File: src/rtl/seq_divider_pkg.sv
// seq_divider_pkg: shared types and helpers for the sequential divider.
//   state_e   - FSM encoding (IDLE, RUN, ZERO, DONE), 2 bits
//   cnt_width - iteration counter width able to hold the value DATAWIDTH
package seq_divider_pkg;

  typedef enum logic [1:0] {
    IDLE = 2'd0,
    RUN  = 2'd1,
    ZERO = 2'd2,
    DONE = 2'd3
  } state_e;

  function automatic int cnt_width(input int w);
    return $clog2(w + 1);
  endfunction

endpackage

File: src/rtl/seq_divider_div_step.sv
// div_step: one restoring-division iteration (combinational).
//   prem      in  partial remainder
//   qmsb      in  next dividend bit shifted into the remainder
//   divisor   in  divisor
//   next_prem out updated partial remainder
//   qbit      out quotient bit produced by this iteration
module div_step #(
  parameter int DATAWIDTH = 32
) (
  input  logic [DATAWIDTH-1:0] prem,
  input  logic                 qmsb,
  input  logic [DATAWIDTH-1:0] divisor,
  output logic [DATAWIDTH-1:0] next_prem,
  output logic                 qbit
);

  logic [DATAWIDTH:0] trial;

  // One bit wider than the operands so the MSB is a clean borrow.
  assign trial = {prem, qmsb} - {1'b0, divisor};
  assign qbit  = ~trial[DATAWIDTH];

  // On borrow the shifted remainder is below the divisor, so its low bits
  // hold the whole value; on no borrow the difference is below the divisor.
  assign next_prem = trial[DATAWIDTH] ? {prem[DATAWIDTH-2:0], qmsb}
                                      : trial[DATAWIDTH-1:0];

endmodule

File: src/rtl/seq_divider.sv
// seq_divider: multi-cycle unsigned restoring divider, one quotient bit/cycle.
//   Clk       in  rising-edge clock
//   Rst_n     in  synchronous active-low reset
//   start     in  request, accepted when not busy (IDLE or DONE cycle)
//   dividend  in  numerator, captured with accepted start
//   divisor   in  denominator, captured with accepted start
//   busy      out division in progress
//   done      out one-cycle pulse when results update
//   quotient  out result, held until the next done
//   remainder out result, held until the next done
//   dbz       out last result was a divide by zero
module seq_divider
  import seq_divider_pkg::*;
#(
  parameter int DATAWIDTH = 32
) (
  input  logic                 Clk,
  input  logic                 Rst_n,
  input  logic                 start,
  input  logic [DATAWIDTH-1:0] dividend,
  input  logic [DATAWIDTH-1:0] divisor,
  output logic                 busy,
  output logic                 done,
  output logic [DATAWIDTH-1:0] quotient,
  output logic [DATAWIDTH-1:0] remainder,
  output logic                 dbz
);

  localparam int CW = cnt_width(DATAWIDTH);

  state_e                state_q;
  logic [CW-1:0]         cnt_q;
  logic [DATAWIDTH-1:0]  prem_q, qreg_q, dvs_q;
  logic [DATAWIDTH-1:0]  quot_q, rem_q;
  logic                  busy_q, done_q, dbz_q;

  logic [DATAWIDTH-1:0]  step_prem;
  logic                  step_qbit;

  div_step #(.DATAWIDTH(DATAWIDTH)) u_step (
    .prem      (prem_q),
    .qmsb      (qreg_q[DATAWIDTH-1]),
    .divisor   (dvs_q),
    .next_prem (step_prem),
    .qbit      (step_qbit)
  );

  always_ff @(posedge Clk) begin
    if (!Rst_n) begin
      state_q <= IDLE;
      cnt_q   <= '0;
      prem_q  <= '0;
      qreg_q  <= '0;
      dvs_q   <= '0;
      quot_q  <= '0;
      rem_q   <= '0;
      busy_q  <= 1'b0;
      done_q  <= 1'b0;
      dbz_q   <= 1'b0;
    end else begin
      done_q <= 1'b0;
      case (state_q)
        // DONE accepts a start just like IDLE for back-to-back operation.
        IDLE, DONE: begin
          if (start) begin
            qreg_q  <= dividend;  // dividend bits feed the remainder MSB-first
            dvs_q   <= divisor;
            prem_q  <= '0;
            cnt_q   <= CW'(DATAWIDTH);
            busy_q  <= 1'b1;
            state_q <= (divisor == '0) ? ZERO : RUN;
          end else begin
            state_q <= IDLE;
          end
        end
        RUN: begin
          if (cnt_q != '0) begin
            prem_q <= step_prem;
            qreg_q <= {qreg_q[DATAWIDTH-2:0], step_qbit};
            cnt_q  <= cnt_q - CW'(1);
          end else begin
            // All bits produced; publish on the following edge.
            quot_q  <= qreg_q;
            rem_q   <= prem_q;
            dbz_q   <= 1'b0;
            done_q  <= 1'b1;
            busy_q  <= 1'b0;
            state_q <= DONE;
          end
        end
        ZERO: begin
          // qreg_q still holds the untouched dividend here.
          quot_q  <= '1;
          rem_q   <= qreg_q;
          dbz_q   <= 1'b1;
          done_q  <= 1'b1;
          busy_q  <= 1'b0;
          state_q <= DONE;
        end
        default: state_q <= IDLE;
      endcase
    end
  end

  assign busy      = busy_q;
  assign done      = done_q;
  assign quotient  = quot_q;
  assign remainder = rem_q;
  assign dbz       = dbz_q;

endmodule

File: config.mk
export PLATFORM = sky130hd
export DESIGN_NAME = seq_divider
export DESIGN_NICKNAME = d
export VERILOG_FILES = /design/src/rtl/seq_divider_pkg.sv /design/src/rtl/seq_divider_div_step.sv /design/src/rtl/seq_divider.sv
export SDC_FILE = /design/constraint.sdc
export NUM_CORES = 1
export LEC_CHECK = 0
export BUFFER_PORTS_ARGS = -buffer_cell sky130_fd_sc_hd__buf_2
export CAP_MARGIN = 5
export CORE_MARGIN = 2
export CORE_UTILIZATION = 45
export CTS_BUF_LIST = sky130_fd_sc_hd__clkbuf_16
export CTS_CLUSTER_SIZE = 24
export DETAILED_ROUTE_END_ITERATION = 10
export PLACE_DENSITY = 0.64
export RECOVER_POWER = 100
export SLEW_MARGIN = 10
export SYNTH_ARGS = -nofsm -noshare
export SYNTH_HDL_FRONTEND = slang
export SYNTH_SLANG_ARGS = --single-unit
File: constraint.sdc
create_clock -name Clk -period 5.93 [get_ports Clk]
set_input_delay 1.4825 -clock Clk [delete_from_list [all_inputs] [get_ports Clk]]
set_output_delay 1.4825 -clock Clk [all_outputs]
set_load 0.02 [all_outputs]
* Word-level counts from Yosys, hierarchy flattened
Index checks and enable logic that the tools add are counted.
W data, S select, Z words.
** Storage, ports and cells
- Register bits :: 171
- Bits in latches :: 0
- RAM bits :: 0
- ROM bits :: 0
- Input bits :: 67
- Output and inout port bits :: 67
- Logic and storage cells :: 53
- Memories :: 0
** Operators by class
- Add/subtract/negate cells :: 2
- $mul :: 0
- Divide/modulo/power cells :: 0
- $lt $le $gt $ge :: 0
- Equal/unequal tests :: 6
- Shift operators :: 0
- Muxes and demuxes :: 24
- Bitwise operators :: 1
- Reductions and logical operators :: 10
** Operator list (number)
- $pmux W32 S2 :: 4
- $mux W32 :: 7
- $sub A33 B32 Y33 :: 1
- $logic_not A32 Y1 :: 1
- $mux W6 :: 2
- $pmux W6 S2 :: 1
- $mux W2 :: 3
- $ne A2 B2 Y1 const B :: 3
- $pmux W2 S3 :: 1
- $reduce_and A2 Y1 :: 3
- $reduce_bool A6 Y1 :: 1
- $sub A6 B1 Y6 const B :: 1
- $eq A2 B2 Y1 const B :: 2
- $pmux W1 S2 :: 2
- $reduce_bool A2 Y1 :: 2
- $mux W1 :: 3
- $pmux W1 S3 :: 1
- $reduce_and A3 Y1 :: 1
- $eq A2 B1 Y1 const B :: 1
- $logic_not A2 Y1 :: 1
- $reduce_or A2 Y1 :: 1
- $not A1 Y1 :: 1

* Depth between registers and ports, before layout
Gate-level depths: netlist of run 1.
- Depth in word-level cells :: 4
- Depth in mapped cells :: 15
- Depth with buffers taken out :: 13

* By module
A second synthesis of run 1 with hierarchy kept.
** Second synthesis, totals
- Cells, all modules :: 1032
- Area total of the unflattened synthesis :: 9354.0 um^2
** By module, submodules not included
- seq_divider :: times used 1, cells an instance 727, area an instance 6995.5 um^2, sequential area each 3423.3 um^2
- div_step :: times used 1, cells an instance 305, area an instance 2358.5 um^2, sequential area each 0.0 um^2

* Worst setup path after synthesis of run 1
OpenSTA, ideal clock, no wires.
- Path kind :: input-to-reg
- From :: input start
- To :: register prem_q[11]
- Library setup time :: 0.069 ns
- Arrival :: 2.811 ns
- Required time :: 5.861 ns
- Slack :: 3.050 ns
- Stages :: 8
- Buffers on the path :: 3
- Cell sequence :: nand2b_1 -> o211ai_1 -> and2_0 -> clkbuf_1 -> clkbuf_1 -> clkbuf_1 -> nand2_1 -> o21ai_1
** Between the ends
- Word-level cells in the longest chain between the ends :: 2
** Ends and longest elaborated chain
- start: declaration :: RTL line seq_divider.sv:19 : input logic start,
- $ne A2 B2 Y1 (no line)
- $reduce_and A3 Y1 (no line)
- end signal: assignment :: RTL line seq_divider.sv:78 : prem_q <= step_prem;
- end: declaration :: RTL line seq_divider.sv:33 : logic [DATAWIDTH-1:0] prem_q, qreg_q, dvs_q;
Every way passes these cells.
A chain may end at the register's enable or synchronous reset.

* Worst setup path in the final report of run 1
- From :: register qreg_q[31]
- To :: register prem_q[9]
** Between the ends
- Word-level cells in the longest chain between the ends :: 4
** Ends and longest elaborated chain
- start: declaration :: RTL line seq_divider.sv:33
- start signal: assignment :: RTL line seq_divider.sv:66 : qreg_q <= dividend;
- start signal: assignment :: RTL line seq_divider.sv:79 : qreg_q <= {qreg_q[DATAWIDTH-2:0], step_qbit};
- $sub A33 B32 Y33 :: RTL line seq_divider_div_step.sv:20 : assign trial = {prem, qmsb} - {1'b0, divisor};
- $mux W32 :: RTL line seq_divider_div_step.sv:25 : assign next_prem = trial[DATAWIDTH] ? {prem[DATAWIDTH-2:0], qmsb}
- $mux W32 :: RTL line seq_divider.sv:77 : if (cnt_q != '0) begin
- $pmux W32 S2 :: RTL line seq_divider.sv:62 : case (state_q)
Every way passes these cells. The select of a mux whose other input is x is not followed.

==> impl_metrics.tcl, run 1 <==
set metrics [dict create \
    status "finished, violations left" \
    violations "max-capacitance violations, max-slew violations" \
    worstSkewPairLatency_ns 0.43 \
    finalCritPeriodShare_pct 74.8 \
    io-pin-count 134 \
    hold_depth 2 \
    setup_tns_ns 0 \
    ff2ff_setup_slack_ns 1.49 \
    die_x_um 144 \
    fin_crit_ns 4.44 \
    gp_congestion 0.902 \
    ys_ff_latch 171 \
    antenna_found_initial 0 \
    worst_pin_slew_ns 2.65 \
    rr_startpoint "qreg_q[31]$_SDFFE_PN0P_" \
    place_hpwl_um 15900 \
    grt_pass1_vias 6785 \
    crit_arrival_ns 4.73 \
    final_nets 1239 \
    start_util_pct 45.6 \
    viasPerCell 5.47 \
    grt_usage_pct 21.8 \
    cp_max_fo 47 \
    finalMaxSlewViolations 238 \
    hold_end "dvs_q[31]$_SDFFE_PN0P_" \
    synthTopCellsByArea "dfxtp_1, nand2_1, mux2i_1" \
    grt-ovfl-total 0 \
    max_slew_margin_pct -76.7 \
    max_freq_mhz 225 \
    die_area_um2 20800 \
    dr_total_vias 7740 \
    design_area_um2 10100 \
    synth_top_area_share_pct 38.7 \
    postCtsSetupBuffers 0 \
    drtIter0Drc 627 \
    hold_violations 0 \
    numClockSinks 171 \
    crit_slowest_cell "clkbuf_1" \
    yosys-top-cells-count "dfxtp_1, nand2_1, nor2_1" \
    finClkSkew_ns 0.0123 \
    placed_cell_area_um2 9630 \
    syn-num-nets 1154 \
    synth-edff-count 0 \
    cts_hold_buf 0 \
    cp_top_family "compound AO/OA/AOI/OAI gates" \
    async_flop_share_pct 0 \
    fill_cells 1950 \
    placement.io_buffers 133 \
    ir_drop_uv 251 \
    grt_pass1_wl_um 35900 \
    cp.required_ns 6.22 \
    worstReg2RegEnd "prem_q[9]$_SDFFE_PN0P_" \
    area_growth_pct 14.0 \
    cts_tree "yes" \
    cts-root-buf "clkbuf_16" \
    min-delay-start "dvs_q[31]$_SDFFE_PN0P_" \
    end_kind "flop" \
    ys.flop_type "dfxtp_1" \
    ys_seq_area_share_pct 38.7 \
    clock_path_buffers 2 \
    synth_area_per_cell_um2 8.42 \
    drt-total-wl_um 22400 \
    startpoint_type "flop" \
    cts_buffers 17 \
    drv_cap 5 \
    final_layout_size_suffix_gt1_share_pct 9.66 \
    yosysWarnings 0 \
    yosysTopAreaCell "dfxtp_1" \
    timing.hold.ws_ns 0.463 \
    ff2ff_path_depth 14 \
    setup_violations 0 \
    syn-cell-area_um2 8850 \
    wl_per_cell_um 15.9 \
    antenna_cells 0 \
    hp-class "flop to flop" \
    drtAntennaViolNets 0 \
    critPathKind "flop to flop" \
    grt_max_degree 75 \
    core_area_um2 19400 \
    p_leak_nw 4.30 \
    netlist_instances 1051 \
    drc 0 \
    cts_resized 0 \
    h-tree-depth 4 \
    rsz0062_at_grt "no" \
    crit_chain "inv_1 -> ha_1 -> inv_1 -> fa_1 -> a211oi_2 -> o211ai_1 -> a41oi_2 -> o21ai_2 -> a211oi_2 -> xor2_2 -> clkbuf_1 -> nor2_1 -> a21oi_1 -> o21ai_0" \
    clk_pin_slew_ns 0.07 \
    crit_path_max_incr_delay_ns 1.32 \
    cp_num_buf_inv 3 \
    ys_types 57 \
    rows 51 \
    dr.pass1.iters 7 \
    p_per_area_nw_per_um2 572 \
    die_h_um 144 \
    synth_most_common_cell "dfxtp_1" \
]
placed cells by master, fill, tap and decap left out, drive strengths merged, types with 11 or more instances in the layout:
master  instances
o21ai          55
xor2           16
nor3b          33
mux2i          47
a21boi         35
buf            71
a21oi          47
nor2           72
nor3           35
xnor2          18
nor2b          26
o211a          46
clkbuf         88
dfxtp         171
nand3          11
a222oi         19
ha             35
nand2         164
inv            51
cells by family after synthesis:
| family | count (synthesis) | share of synthesized area (%) |
|---|---|---|
| multiplexers | 47 | 5.32 |
| flip-flops | 171 | 38.7 |
| adder cells (fa/ha/maj) | 36 | 5.17 |
| AO/OA/AOI/OAI | 262 | 22.0 |
| buffers and inverters | 121 | 5.39 |
| AND/OR/NAND/NOR | 380 | 20.0 |
| XOR/XNOR | 34 | 3.36 |
metal layers:
metal | GRT usage (%) | part of all wire [%] | up-vias
met2 | 31.9 | 42 | 227
met4 | 5.83 | 1.2 | 0
met5 | 0 | 0 | -
met3 | 3.38 | 5.6 | 19
li1 | - | - | 3896
met1 | 33.2 | 51 | 3598
sequential cells by signal (all words and copies together), names as in the netlist, 2 cells and up:
signal and count:
cnt_q 6, qreg_q 32, prem_q 32, state_q 2
dvs_q 32, quotient 32, remainder 32
worst reg2reg max path: stages (launching register included):
cell and delay [ns]:
dfxtp_1 0.34, inv_1 0.07, ha_1 0.17, inv_1 0.06, fa_1 0.43, a211oi_2 0.22, o211ai_1 0.18, a41oi_2 0.34
o21ai_2 0.16, a211oi_2 0.34, xor2_2 0.15, clkbuf_1 1.32, nor2_1 0.19, a21oi_1 0.22, o21ai_0 0.10
report_power, final:
part           internal, mW  total [mW]  switching (mW)
logic                  1.10        2.96            1.86
registers              1.48        1.73           0.250
clock network         0.585        1.08           0.495
stage by stage:
stage | setup WS (ns) | total power [mW] | cells | util [%]
3_3_place_gp | 2.23 | 4.73 | 1382 | 49.6
4_1_cts | 2.39 | 5.84 | 1414 | 52.6
2_1_floorplan | 3.05 | 4.04 | 1051 | -
3_5_place_dp | 2.20 | 4.75 | 1382 | 49.6
6_report | 1.49 | 5.77 | 1414 | 52.0
5_1_grt | 0.978 | 6.24 | 1414 | 52.0
worst max-delay path by stage:
stage                            start                 endpoint  slack [ns]  cells past startpoint
6_report       qreg_q[31]$_SDFFE_PN0P_   prem_q[9]$_SDFFE_PN0P_        1.49                     14
5_1_grt        qreg_q[31]$_SDFFE_PN0P_  prem_q[20]$_SDFFE_PN0P_        0.98                     13
4_1_cts        qreg_q[31]$_SDFFE_PN0P_  prem_q[23]$_SDFFE_PN0P_        2.39                     12
3_5_place_dp                     start  prem_q[31]$_SDFFE_PN0P_        2.20                      6
3_3_place_gp                     start  prem_q[30]$_SDFFE_PN0P_        2.23                      6
2_1_floorplan                    start  prem_q[11]$_SDFFE_PN0P_        3.05                      8
final cells by class:
class	instances	area [µm²]	area share [%]
Tap cell	265	332	3.29
Multi-Input combinational cell	759	4960	49.2
Clock inverter	15	140	1.39
Clock buffer	17	425	4.22
Inverter	45	169	1.67
Sequential cell	171	3420	33.9
Timing Repair Buffer	142	639	6.34
No activity file was read; power rests on OpenSTA's default activity.
==> run 2: changes to the inputs <==
--- a/config.mk
+++ b/config.mk
@@ -12,7 +12,7 @@
 export CTS_BUF_LIST = sky130_fd_sc_hd__clkbuf_16
 export CTS_CLUSTER_SIZE = 24
 export DETAILED_ROUTE_END_ITERATION = 10
-export PLACE_DENSITY = 0.64
+export PLACE_DENSITY = 0.67
 export RECOVER_POWER = 100
 export SLEW_MARGIN = 10
 export SYNTH_ARGS = -nofsm -noshare
==> constraint.sdc (replaced) <==
create_clock -name Clk -period 3.7 [get_ports Clk]
set_input_delay 0.925 -clock Clk [delete_from_list [all_inputs] [get_ports Clk]]
set_output_delay 0.925 -clock Clk [all_outputs]
set_load 0.02 [all_outputs]
==> impl_metrics.tcl, run 2 (same netlist as run 1, synthesis figures left out) <==
set metrics [dict create \
    status "finished, violations left" \
    violations "max-capacitance violations, max-slew violations" \
    rr_startpoint "qreg_q[31]$_SDFFE_PN0P_" \
    layout_common_cells "dfxtp_1, nand2_1, nor2_1, clkbuf_1, buf_2" \
    p_per_area_nw_per_um2 913 \
    drc 0 \
    rsz0062_at_grt "no" \
    antenna_found_initial 0 \
    timing.hold.ws_ns 0.465 \
    dr_total_vias 7754 \
    grt_usage_pct 21.6 \
    grt_max_degree 99 \
    cts_resized 0 \
    p_leak_nw 4.33 \
    worst_pin_slew_ns 2.03 \
    grt_pass1_wl_um 35500 \
    clk_pin_slew_ns 0.07 \
    viasPerCell 5.46 \
    setup_tns_ns 0 \
    setup_violations 0 \
    postCtsSetupBuffers 0 \
    cts-root-buf "clkbuf_16" \
    switching_power_mw 4.16 \
    finClkSkew_ns 0.00862 \
    max_slew_margin_pct -35.2 \
    combPwrFrac_pct 51.8 \
    ir_drop_uv 433 \
    hold_depth 2 \
    grt-ovfl-total 0 \
    end_kind "flop" \
    clock_path_buffers 2 \
    core_area_um2 19400 \
    drv_cap 2 \
    intPower_mw 5.10 \
    gp_congestion 0.937 \
    final_common_cell "dfxtp_1" \
    fin_crit_ns 3.36 \
    final_layout_size_suffix_gt1_share_pct 10.1 \
    startpoint_type "flop" \
    hp-class "flop to flop" \
    placement.io_buffers 133 \
    cp.required_ns 3.99 \
    cts_buffers 17 \
    worstReg2RegEnd "prem_q[12]$_SDFFE_PN0P_" \
    die_x_um 144 \
    start_util_pct 45.6 \
    numClockSinks 171 \
    fill_cells 1937 \
    crit_arrival_ns 3.65 \
    io-pin-count 134 \
    max_freq_mhz 298 \
    die_h_um 144 \
    finalCritPeriodShare_pct 90.8 \
    critPathKind "flop to flop" \
    rows 51 \
    cts_tree "yes" \
    dr.pass1.iters 5 \
    pwr-share-clk_pct 18.3 \
    cp_max_fo 26 \
    netSwitchingFraction_pct 44.9 \
    drt-total-wl_um 22600 \
    cts_hold_buf 0 \
    wl_per_cell_um 15.9 \
    drtIter0Drc 605 \
    final_nets 1245 \
    finalMaxSlewViolations 125 \
    ff2ff_setup_slack_ns 0.34 \
    grt_pass1_vias 6806 \
    p_seq_share_pct 30.0 \
    worstSkewPairLatency_ns 0.43 \
    h-tree-depth 4 \
    min-delay-start "dvs_q[25]$_SDFFE_PN0P_" \
    drtAntennaViolNets 0 \
    place_hpwl_um 16200 \
    ff2ff_path_depth 14 \
    die_area_um2 20800 \
    p_total_mw 9.26 \
    area_growth_pct 14.5 \
    hold_violations 0 \
    hold_end "dvs_q[25]$_SDFFE_PN0P_" \
    antenna_cells 0 \
]
-- run 2: power groups by stage --
stage | Clock [mW] | Sequential [mW] | Combinational (mW)
after CTS | 1.72 | 2.76 | 4.92
after global placement | 0 | 2.79 | 4.87
after global routing | 1.79 | 2.83 | 5.35
after detailed placement | 0 | 2.80 | 4.90
after floorplan | 0 | 3.04 | 3.44
final | 1.69 | 2.77 | 4.79
-- run 2: stage by stage --
stage	std cells	cell area (µm²)	worst slack (ns)	utilization (%)
floorplan	1051	8850	0.889	-
global placement	1388	9700	0.445	50.0
detailed placement	1388	9700	0.386	50.0
CTS	1420	10300	0.360	52.9
global route	1420	10100	0.0512	52.2
finish	1420	10100	0.340	52.2
-- run 2: worst max path at each step --
stage / startpoint / endpoint / slack, ns / depth (start not counted)
final: qreg_q[31]$_SDFFE_PN0P_ / prem_q[12]$_SDFFE_PN0P_ / 0.34 / 14
after global routing: qreg_q[31]$_SDFFE_PN0P_ / prem_q[14]$_SDFFE_PN0P_ / 0.05 / 14
after CTS: qreg_q[31]$_SDFFE_PN0P_ / prem_q[6]$_SDFFE_PN0P_ / 0.36 / 13
after detailed placement: qreg_q[31]$_SDFFE_PN0P_ / qreg_q[0]$_SDFFE_PN0P_ / 0.39 / 13
after global placement: qreg_q[31]$_SDFFE_PN0P_ / prem_q[6]$_SDFFE_PN0P_ / 0.45 / 13
after floorplan: qreg_q[31]$_SDFFE_PN0P_ / prem_q[21]$_SDFFE_PN0P_ / 0.89 / 15
-- run 2: critical path, cell delays in order, from the launching register on --
cell	delay, ns
dfxtp_1	0.35
inv_1	0.07
ha_1	0.16
inv_1	0.05
fa_1	0.43
a211oi_2	0.22
o211ai_1	0.18
a41oi_2	0.35
o21ai_2	0.15
a211oi_2	0.32
xor2_2	0.18
clkbuf_2	0.42
nor2_1	0.09
a21oi_1	0.14
o21ai_0	0.09
-- run 2: layout make-up --
| cell class | instances | area (µm²) | share of cell area, % |
|---|---|---|---|
| multi-input combinational | 759 | 4960 | 48.9 |
| timing repair buffer | 148 | 701 | 6.91 |
| inverter | 45 | 169 | 1.67 |
| tap | 265 | 332 | 3.27 |
| sequential | 171 | 3420 | 33.8 |
| clock buffer | 17 | 425 | 4.20 |
| clock inverter | 15 | 126 | 1.25 |
-- run 2: per-layer routing --
| metal | track usage [%] | part of all wire (%) | up-vias |
|---|---|---|---|
| met3 | 3.61 | 5.3 | 25 |
| li1 | - | - | 3896 |
| met1 | 31.4 | 50 | 3614 |
| met4 | 7.00 | 1.6 | 0 |
| met2 | 32.7 | 43 | 219 |
| met5 | 0 | 0 | - |
